### config.mk
export PLATFORM = sky130hd
export DESIGN_NAME = alu_arbiter
export DESIGN_NICKNAME = d
export VERILOG_FILES = /design/src/rtl/alu_arbiter.sv
export SDC_FILE = /design/constraint.sdc
export NUM_CORES = 1
export LEC_CHECK = 0
export ABC_AREA = 1
export BUFFER_PORTS_ARGS = -buffer_cell sky130_fd_sc_hd__buf_2
export CAP_MARGIN = 20
export CORE_AREA = 2 2 116 118
export CTS_BUF_LIST = sky130_fd_sc_hd__clkbuf_16
export DETAILED_ROUTE_END_ITERATION = 6
export DIE_AREA = 0 0 118 120
export PLACE_DENSITY = 0.8
export SYNTH_ARGS = -nofsm -noshare
export SYNTH_HDL_FRONTEND = slang
export SYNTH_SLANG_ARGS = --single-unit
export TNS_END_PERCENT = 1
### constraint.sdc
create_clock -name soc_clk -period 3 [get_ports soc_clk]
set_clock_uncertainty 0.15 [all_clocks]
set_input_delay 0.6 -clock soc_clk [delete_from_list [all_inputs] [get_ports soc_clk]]
set_output_delay 0.6 -clock soc_clk [all_outputs]
set_load 0.02 [all_outputs]
### src/rtl/alu_arbiter.sv
// alu_arbiter
// Shares the single ALU between the main execute path (port 0) and the
// branch-resolution path (port 1). One operation is in flight at a time.
// The arbiter accepts a request over valid/ready and holds its opcode and
// operands on the ALU inputs. It follows the ALU's free-running four-phase
// slot and captures the registered result and flags. It then returns them to
// the owning port over a valid/ready response channel.
//
// Ports
//   soc_clk, reset             clock (rising edge), async active-high reset
//   reqN_valid/ready/op/dat1/dat2   request channel for port N (N = 0, 1)
//   rspN_valid/ready           response handshake for port N
//   rsp_out, rsp_overflow, rsp_con_met, rsp_zero, rsp_err
//                              captured result and flags, shared by both ports
//   alu_dat1, alu_dat2, alu_instr   driven from the holding registers
//   alu_accept, alu_ready      ALU slot phase indicators
//   alu_out, alu_overflow, alu_con_met, alu_zero   ALU results
//
// Optional feature: define ALU_ARB_WDOG_EN to add a 4-bit watchdog. It returns
// an error response (rsp_err = 1, result and flags = 0) when the ALU does not
// produce a result within 15 cycles of issue. Without the macro, rsp_err is
// tied to 0 and the arbiter waits for alu_ready indefinitely.

module alu_arbiter #(
  parameter int DATA_W = 32,
  parameter int OP_W   = 6
) (
  input  logic              soc_clk,
  input  logic              reset,
  input  logic              req0_valid,
  output logic              req0_ready,
  input  logic [OP_W-1:0]   req0_op,
  input  logic [DATA_W-1:0] req0_dat1,
  input  logic [DATA_W-1:0] req0_dat2,
  input  logic              req1_valid,
  output logic              req1_ready,
  input  logic [OP_W-1:0]   req1_op,
  input  logic [DATA_W-1:0] req1_dat1,
  input  logic [DATA_W-1:0] req1_dat2,
  output logic              rsp0_valid,
  input  logic              rsp0_ready,
  output logic              rsp1_valid,
  input  logic              rsp1_ready,
  output logic [DATA_W-1:0] rsp_out,
  output logic              rsp_overflow,
  output logic              rsp_con_met,
  output logic              rsp_zero,
  output logic              rsp_err,
  output logic [DATA_W-1:0] alu_dat1,
  output logic [DATA_W-1:0] alu_dat2,
  output logic [OP_W-1:0]   alu_instr,
  input  logic              alu_accept,
  input  logic              alu_ready,
  input  logic [DATA_W-1:0] alu_out,
  input  logic              alu_overflow,
  input  logic              alu_con_met,
  input  logic              alu_zero
);

  typedef enum logic [1:0] {IDLE, ISSUE, WAIT_RES, RESP} arbState_t;

  arbState_t         state_q;
  logic              lastServed_q;
  logic              owner_q;
  logic [OP_W-1:0]   holdOp_q;
  logic [DATA_W-1:0] holdDat1_q;
  logic [DATA_W-1:0] holdDat2_q;
  logic [DATA_W-1:0] rspOut_q;
  logic              rspOverflow_q;
  logic              rspConMet_q;
  logic              rspZero_q;
  logic              rsp0Valid_q;
  logic              rsp1Valid_q;

  logic              grantSel;
  logic              accept0;
  logic              accept1;
  logic              rspTaken;

`ifdef ALU_ARB_WDOG_EN
  logic [3:0]        wdogCnt_q;
  logic              rspErr_q;
  logic              wdogExpire;

  // The counter is cleared at accept. It holds 14 on the edge that completes
  // the 15th cycle in ISSUE+WAIT_RES.
  assign wdogExpire = (wdogCnt_q == 4'd14);
  assign rsp_err    = rspErr_q;
`else
  assign rsp_err    = 1'b0;
`endif

  // Round-robin grant. A lone valid port wins outright. On a tie, or when
  // neither port is valid, the port that was not served last is offered.
  always_comb begin
    grantSel = ~lastServed_q;
    if (req0_valid && !req1_valid) begin
      grantSel = 1'b0;
    end else if (req1_valid && !req0_valid) begin
      grantSel = 1'b1;
    end
  end

  // Ready is gated by reset so that neither port sees an accept while reset
  // is asserted, even though the state register already reads IDLE.
  assign req0_ready = ~reset & (state_q == IDLE) & ~grantSel;
  assign req1_ready = ~reset & (state_q == IDLE) &  grantSel;
  assign accept0    = req0_valid & req0_ready;
  assign accept1    = req1_valid & req1_ready;
  assign rspTaken   = owner_q ? rsp1_ready : rsp0_ready;

  assign alu_instr    = holdOp_q;
  assign alu_dat1     = holdDat1_q;
  assign alu_dat2     = holdDat2_q;
  assign rsp_out      = rspOut_q;
  assign rsp_overflow = rspOverflow_q;
  assign rsp_con_met  = rspConMet_q;
  assign rsp_zero     = rspZero_q;
  assign rsp0_valid   = rsp0Valid_q;
  assign rsp1_valid   = rsp1Valid_q;

  // Sequencer. The states are IDLE (arbitrate), ISSUE (wait for the slot's
  // accept phase), WAIT_RES (wait for that slot's result) and RESP (hold the
  // response until the owner takes it). An alu_ready seen in ISSUE belongs
  // to an older slot, so only WAIT_RES looks at it.
  always_ff @(posedge soc_clk or posedge reset) begin
    if (reset) begin
      state_q       <= IDLE;
      lastServed_q  <= 1'b1;
      owner_q       <= 1'b0;
      holdOp_q      <= '0;
      holdDat1_q    <= '0;
      holdDat2_q    <= '0;
      rspOut_q      <= '0;
      rspOverflow_q <= 1'b0;
      rspConMet_q   <= 1'b0;
      rspZero_q     <= 1'b0;
      rsp0Valid_q   <= 1'b0;
      rsp1Valid_q   <= 1'b0;
`ifdef ALU_ARB_WDOG_EN
      wdogCnt_q     <= '0;
      rspErr_q      <= 1'b0;
`endif
    end else begin
`ifdef ALU_ARB_WDOG_EN
      if (state_q == ISSUE || state_q == WAIT_RES) begin
        wdogCnt_q <= wdogCnt_q + 4'd1;
      end
`endif
      case (state_q)
        IDLE: begin
          if (accept0 || accept1) begin
            owner_q      <= accept1;
            lastServed_q <= accept1;
            holdOp_q     <= accept1 ? req1_op   : req0_op;
            holdDat1_q   <= accept1 ? req1_dat1 : req0_dat1;
            holdDat2_q   <= accept1 ? req1_dat2 : req0_dat2;
`ifdef ALU_ARB_WDOG_EN
            wdogCnt_q    <= '0;
`endif
            state_q      <= ISSUE;
          end
        end
        ISSUE: begin
          if (alu_accept) begin
            state_q <= WAIT_RES;
          end
`ifdef ALU_ARB_WDOG_EN
          else if (wdogExpire) begin
            rspOut_q      <= '0;
            rspOverflow_q <= 1'b0;
            rspConMet_q   <= 1'b0;
            rspZero_q     <= 1'b0;
            rspErr_q      <= 1'b1;
            rsp0Valid_q   <= ~owner_q;
            rsp1Valid_q   <= owner_q;
            state_q       <= RESP;
          end
`endif
        end
        WAIT_RES: begin
          if (alu_ready) begin
            rspOut_q      <= alu_out;
            rspOverflow_q <= alu_overflow;
            rspConMet_q   <= alu_con_met;
            rspZero_q     <= alu_zero;
`ifdef ALU_ARB_WDOG_EN
            rspErr_q      <= 1'b0;
`endif
            rsp0Valid_q   <= ~owner_q;
            rsp1Valid_q   <= owner_q;
            state_q       <= RESP;
          end
`ifdef ALU_ARB_WDOG_EN
          else if (wdogExpire) begin
            rspOut_q      <= '0;
            rspOverflow_q <= 1'b0;
            rspConMet_q   <= 1'b0;
            rspZero_q     <= 1'b0;
            rspErr_q      <= 1'b1;
            rsp0Valid_q   <= ~owner_q;
            rsp1Valid_q   <= owner_q;
            state_q       <= RESP;
          end
`endif
        end
        RESP: begin
          if (rspTaken) begin
            rsp0Valid_q <= 1'b0;
            rsp1Valid_q <= 1'b0;
            state_q     <= IDLE;
          end
        end
        default: state_q <= IDLE;
      endcase
    end
  end

endmodule
==> summary.txt, run 1 <==
Fin Setup TNS - 0 ns
via count - 4725
GRT Resource Usage Total - 19.0%
Syn Inst Count - 549
Final Util - 53.1%
Core Rows - 42
I/O pin count - 293
WL per Instance - 13.5 um
synthesized area - 0.00504 sq mm
# DRC - 0
die footprint - 0.0142 sq mm
initial antenna violation count - 0
pwr dens - 1030 mW/mm^2
peak supply drop - 0.000400 V
CP endpoint - req1_ready
Crit. End Element - output pin
cts bufs inserted - 9
Die Y - 120 um
first drt pass iteration count - 4
Starting Density - 38.8%
global-route wire length before repair - 21500 um
RSZ-0062 raised after global routing - no
Most used DFF post-synth - dfrtp_1
Leak - 3.68 nW
Final Hold Vio Count - 0
CP cell instances - dlygate4sd3_1 > buf_2 > inv_4 > nand2_2 > nor2_1 > buf_2
H-tree levels - 3
Startpoint Class - input port
Tcrit/Tclk final - 86.5%
clk root buf - clkbuf_16
initial DRC count - 213
Slew Viols, Final - 0
Worst path max stage delay - 0.53 ns
DP Worst Slack - 0.825 ns
vias in the first global route - 4537
ANT nets after route - 0
Mean Syn Cell Area - 9.18 sq um
Setup Crit Path Kind - input port to output pin
Yosys reg bits - 111
Critical Path Source - reset
required time worst endpoint - 2.25 ns
Syn Nets - 737
CTS tree - done
final setup vio count - 0
CTS resizes - 0
r2r setup slk - 0.87 ns
Layout area overhead - 36.7%
Max-Cap Viols - 0
Vias/cell - 4.69
critical path's slowest cell - dlygate4sd3_1
# fillers - 1235
total core area - 0.0130 sq mm
Worst R2R End - alu_dat1[0]$_DFFE_PP0P_
share of cells above drive strength 1 - 43.1%
Tightest Pin Transition - 0.820 ns
grt ovf - 0
Setup Fix Bufs, Post-CTS - 0
later-pin clock latency in the skew report - 0.34 ns
Hold Path Class - flop to flop
hpwl dp - 10300 um
hold_ws - 0.322 ns
number of synthesized flops with an enable pin - 0
IO buf count - 291
Worst EP arrival - 1.84 ns
Die X - 118 um
crit path max fanout - 11
detailed-route wire length - 13600 um
asr flop ratio synth - 100%
placer congestion estimate - 0.831
maximum clock rate - 385 MHz
Clock transition at path regs - 0.07 ns
sequential share of the synthesized area - 55.1%
CTS max path bufs - 2
post-route setup slack - 0.406 ns
ANT cells - 0
status - finished clean
minimum clock period after layout - 2.59 ns
maximum number of pins on one net before global-route repair - 60
reg2reg start - state_q[0]$_DFFE_PP0P_
warning count from the yosys run - 0
Synth cell types - 24
most used cell, CP - buf_2
clock sink total - 111
Pwr Total - 7.07 mW
worst r2r path cells - 8
Worst slew margin - 45.1%
Final #Nets - 1014
## registers in the layout (all words and copies together), names as in the netlist
name and count:
rsp_zero 1, lastServed_q 1, alu_dat2 32, rsp_out 32
rsp_con_met 1, rsp1_valid 1, rsp_overflow 1, alu_dat1 32
state_q 2, rsp0_valid 1, alu_instr 6, owner_q 1
## synth_stat cells, types with 3 or more instances
cell | instances | area (sq um)
buf_6 | 12 | 135
nand2_1 | 110 | 413
nor2_1 | 95 | 357
inv_1 | 22 | 82.6
nand2_2 | 3 | 18.8
o21ai_0 | 50 | 250
nand4_1 | 4 | 25.0
buf_2 | 8 | 40.0
dfrtp_1 | 110 | 2750
mux2_2 | 35 | 394
clkbuf_1 | 10 | 37.5
o21ai_1 | 70 | 350
ha_1 | 5 | 62.6
## repair_timing
| action | 4_1_cts | 5_1_grt |
|---|---|---|
| endpoints found under the setup margin | 0 | 0 |
| hold endpoints to repair | 8 | 0 |
| hold buffers | 1 | 0 |
## cells by family after synthesis
group | count (synthesis) | synth area share, %
compound gates | 122 | 12.2
fa+ha+maj | 5 | 1.24
buf+inv | 56 | 6.30
flops | 111 | 55.1
mux | 35 | 7.82
other cells | 1 | 0.0744
simple gates | 219 | 17.2
## metrics by stage
| step | instances | cell area, sq um |
|---|---|---|
| finish | 1007 | 6900 |
| global route | 1007 | 6900 |
| CTS | 1007 | 6900 |
| detailed placement | 990 | 6560 |
| global placement | 990 | 6560 |
| floorplan | 549 | 5040 |
## worst max-delay path: cells and delay by family
| kind | cells | cell delay (ns) |
|---|---|---|
| buf+inv | 4 | 0.98 |
| simple gates | 2 | 0.27 |
## per-layer routing
layer | vias up | track usage, % | part of all wire, %
li1 | 2326 | - | -
met1 | 2167 | 22.8 | 41
met2 | 204 | 33.3 | 50
met3 | 28 | 3.66 | 6.4
met4 | 0 | 8.06 | 2.3
met5 | - | 0 | 0
## cells in the final DEF, fill, tap and decap left out, types with 2 or more instances in the layout
cell and count:
o21ai_1 70, nand2_1 110, o21ai_0 50, nor2_4 2, nand2_2 3, buf_4 4
mux2_2 35, nand3_1 2, inv_1 22, nor2_1 95, nand4_1 4, clkbuf_16 9
bufinv_16 2, dfrtp_1 110, buf_2 291, ha_1 5, clkinvlp_4 2, buf_12 2
## report_power, final
group / internal (mW) / switching [mW]
combinational: 1.20 / 2.02
sequential: 2.21 / 0.372
clock: 0.733 / 0.534
## worst min path at each step
stage	slack (ns)	cells after the start	startpoint	to
6_report	0.32	2	rsp1_valid$_DFFE_PP0P_	rsp1_valid$_DFFE_PP0P_
5_1_grt	0.33	2	alu_out[2]	rsp_out[2]$_DFFE_PP0P_
4_1_cts	0.32	2	alu_out[16]	rsp_out[16]$_DFFE_PP0P_
3_5_place_dp	0.31	2	rsp1_valid$_DFFE_PP0P_	rsp1_valid$_DFFE_PP0P_
3_3_place_gp	0.31	2	rsp1_valid$_DFFE_PP0P_	rsp1_valid$_DFFE_PP0P_
2_1_floorplan	0.30	2	lastServed_q$_DFFE_PP1P_	lastServed_q$_DFFE_PP1P_
## area by class of cell
class | instances | area, sq um | area share [%]
inverters | 24 | 92.6 | 1.34
multi-input cells | 382 | 1950 | 28.2
repair buffers | 298 | 1540 | 22.3
flip-flops and latches | 111 | 2780 | 40.3
clock inverters | 7 | 96.3 | 1.40
well taps | 176 | 220 | 3.19
clock buffers | 9 | 225 | 3.27
No activity file was read; power rests on OpenSTA's default activity.
==> run 2, diff against run 1 <==
--- a/config.mk
+++ b/config.mk
@@ -5,14 +5,16 @@
 export SDC_FILE = /design/constraint.sdc
 export NUM_CORES = 1
 export LEC_CHECK = 0
-export ABC_AREA = 1
 export BUFFER_PORTS_ARGS = -buffer_cell sky130_fd_sc_hd__buf_2
 export CAP_MARGIN = 20
-export CORE_AREA = 2 2 116 118
+export CELL_PAD_IN_SITES_DETAIL_PLACEMENT = 0
+export CELL_PAD_IN_SITES_GLOBAL_PLACEMENT = 1
+export CORE_AREA = 2 2 133 135
 export CTS_BUF_LIST = sky130_fd_sc_hd__clkbuf_16
 export DETAILED_ROUTE_END_ITERATION = 6
-export DIE_AREA = 0 0 118 120
+export DIE_AREA = 0 0 135 137
 export PLACE_DENSITY = 0.8
+export REMOVE_ABC_BUFFERS = 1
 export SYNTH_ARGS = -nofsm -noshare
 export SYNTH_HDL_FRONTEND = slang
 export SYNTH_SLANG_ARGS = --single-unit
==> summary.txt, run 2 <==
most common library cells after synthesis - dfrtp_1, o22ai_1, nand2_1
ANT cells - 0
most frequent cells in the layout - buf_2, dfrtp_1, o22ai_1
synthesized area - 0.00471 sq mm
initial DRC count - 139
Area contributors post-synth - dfrtp_1, o22ai_1, mux2_2
Yosys top cell area share - 58.5%
Tightest Pin Transition - 0.817 ns
Startpoint Class - flop
Layout area overhead - 41.6%
Seq pwr share - 37.1%
Switching Fraction - 40.3%
required time worst endpoint - 2.25 ns
later-pin clock latency in the skew report - 0.35 ns
synthesized-area fraction occupied by adder cells - 1.54%
placer congestion estimate - 0.746
critical path's slowest cell - dfrtp_1
Mean Syn Cell Area - 10.8 sq um
Hold Path Class - input port to async pin
Logic pwr share - 44.8%
Post-CTS Hold Buffers - 0
Synth cell types - 30
placed insts - 922
Vias/cell - 4.46
CTS max path bufs - 2
global-route wire length before repair - 20600 um
largest family of logic cells by synthesized area - compound AO/OA/AOI/OAI gates
Leak - 3.38 nW
FF/Latch Area - 0.00278 sq mm
Clock transition at path regs - 0.07 ns
reg2reg start - state_q[1]$_DFFE_PP0P_
# fillers - 1707
Yosys reg bits - 111
area fraction in compound gates after synthesis - 17.2%
CTS tree - done
WL per Instance - 14.3 um
asr flop ratio synth - 100%
number of synthesized flops with an enable pin - 0
Worst slew margin - 45.3%
commonest non-fill, non-tap cell in the layout - buf_2
post-synthesis simple-gate area fraction - 8.72%
post-route setup slack - 0.593 ns
IO buf count - 291
grt ovf - 0
CP Depth - 5
Final Hold Vio Count - 0
die footprint - 0.0185 sq mm
share of cells above drive strength 1 - 49.5%
I/O pin count - 293
pwr dens - 1030 mW/mm^2
sequential share of the synthesized area - 59.1%
Max-Cap Viols - 0
ANT nets after route - 0
total core area - 0.0171 sq mm
initial antenna violation count - 0
Worst Path Buf+Inv - 2
xor/xnor share of the synthesized area - 0%
Starting Density - 27.6%
Most used DFF post-synth - dfrtp_1
Die Y - 137 um
Die X - 135 um
cts bufs inserted - 9
clk root buf - clkbuf_16
Crit. End Element - output pin
clock sink total - 111
DP Worst Slack - 0.794 ns
# DRC - 0
Final #Nets - 896
Worst EP arrival - 1.66 ns
cell with the most instances after synthesis - dfrtp_1
peak supply drop - 0.000388 V
status - finished clean
maximum number of pins on one net before global-route repair - 131
detailed-route wire length - 13400 um
warning count from the yosys run - 0
Clock power frac - 18.0%
Int Pwr - 4.11 mW
RSZ-0062 raised after global routing - no
hold_ws - 0.168 ns
Setup Crit Path Kind - flop to output pin
Finished Layout Cells - 936
Core Rows - 48
hpwl dp - 9930 um
final setup vio count - 0
CP delay by family, top - simple AND/OR/NAND/NOR gates
worst r2r path cells - 6
Syn Inst Count - 434
minimum clock period after layout - 2.41 ns
via count - 4179
P_sw - 2.77 mW
post-synthesis mux area share - 8.83%
Worst path max stage delay - 0.41 ns
footprint of the multi-input gates - 0.00172 sq mm
Critical Path Source - state_q[1]$_DFFE_PP0P_
Setup Fix Bufs, Post-CTS - 0
maximum clock rate - 416 MHz
vias in the first global route - 3985
Slew Viols, Final - 0
H-tree levels - 3
GRT Resource Usage Total - 14.4%
area leader, netlist - dfrtp_1
Final Util - 39.1%
crit path max fanout - 4
Tcrit/Tclk final - 80.2%
first drt pass iteration count - 4
CP cell instances - inv_1 > ha_1 > nor2b_1 > and2_1 > buf_2
CTS resizes - 0
-- run 2: changes by cell type in the layout (fill, tap and decap cells not counted), sizes merged, moves of 11 or more --
cell   previous run  this run
nand2           114        63
inv              25         8
o22ai             0        72
nor3              0        11
nor2             98        16
o21ai           120        62
-- run 2: path summary, 6_finish.rpt --
check / end / slack [ns]
max: req0_ready / 0.59
min: alu_instr[4]$_DFFE_PP0P_ / 0.17
max reg2reg: alu_dat1[29]$_DFFE_PP0P_ / 0.94
min reg2reg: lastServed_q$_DFFE_PP1P_ / 0.33
max in group asynchronous: alu_dat2[0]$_DFFE_PP0P_ / 1.82
min in group soc_clk: alu_dat1[25]$_DFFE_PP0P_ / 0.32
-- run 2: cell type report --
cell class                      instances  area share, %
Timing Repair Buffer                  297           23.3
Clock inverter                          5           1.15
Multi-Input combinational cell        282           25.8
Inverter                                7          0.432
Clock buffer                            9           3.38
Tap cell                              225           4.22
Sequential cell                       111           41.7
-- run 2: power by group through the flow --
stage	clock (mW)	combinational, mW	sequential (mW)
final	1.24	3.08	2.55
after global routing	1.35	3.37	2.64
after CTS	1.29	3.14	2.56
after detailed placement	0	3.15	2.58
after global placement	0	3.11	2.55
after floorplan	0	1.15	3.42
-- run 2: cells by family (layout without fill, tap and decap cells) --
group                      after synthesis  after routing
other                                    1              1
adders and majority gates                6              6
and+or+nand+nor                         98             98
AOI/OAI and AO/OA                      140            140
DFF                                    111            111
buffers and inverters                   41            318
muxes                                   37             37
-- run 2: routing by layer --
metal / routed length (um) / up-vias / track usage (%)
li1: - / 2098 / -
met5: 0 / - / 0
met4: 184 / 0 / 5.09
met3: 1110 / 12 / 3.96
met1: 5560 / 1875 / 17.4
met2: 6570 / 194 / 24.7
-- run 2: through the flow --
step,total power [mW],setup TNS (ns),instance area [sq um]
floorplan,4.57,-424.20,4520
global route,7.36,0,6670
finish,6.88,0,6670
global placement,5.66,0,6360
detailed placement,5.73,0,6360
CTS,6.99,0,6670
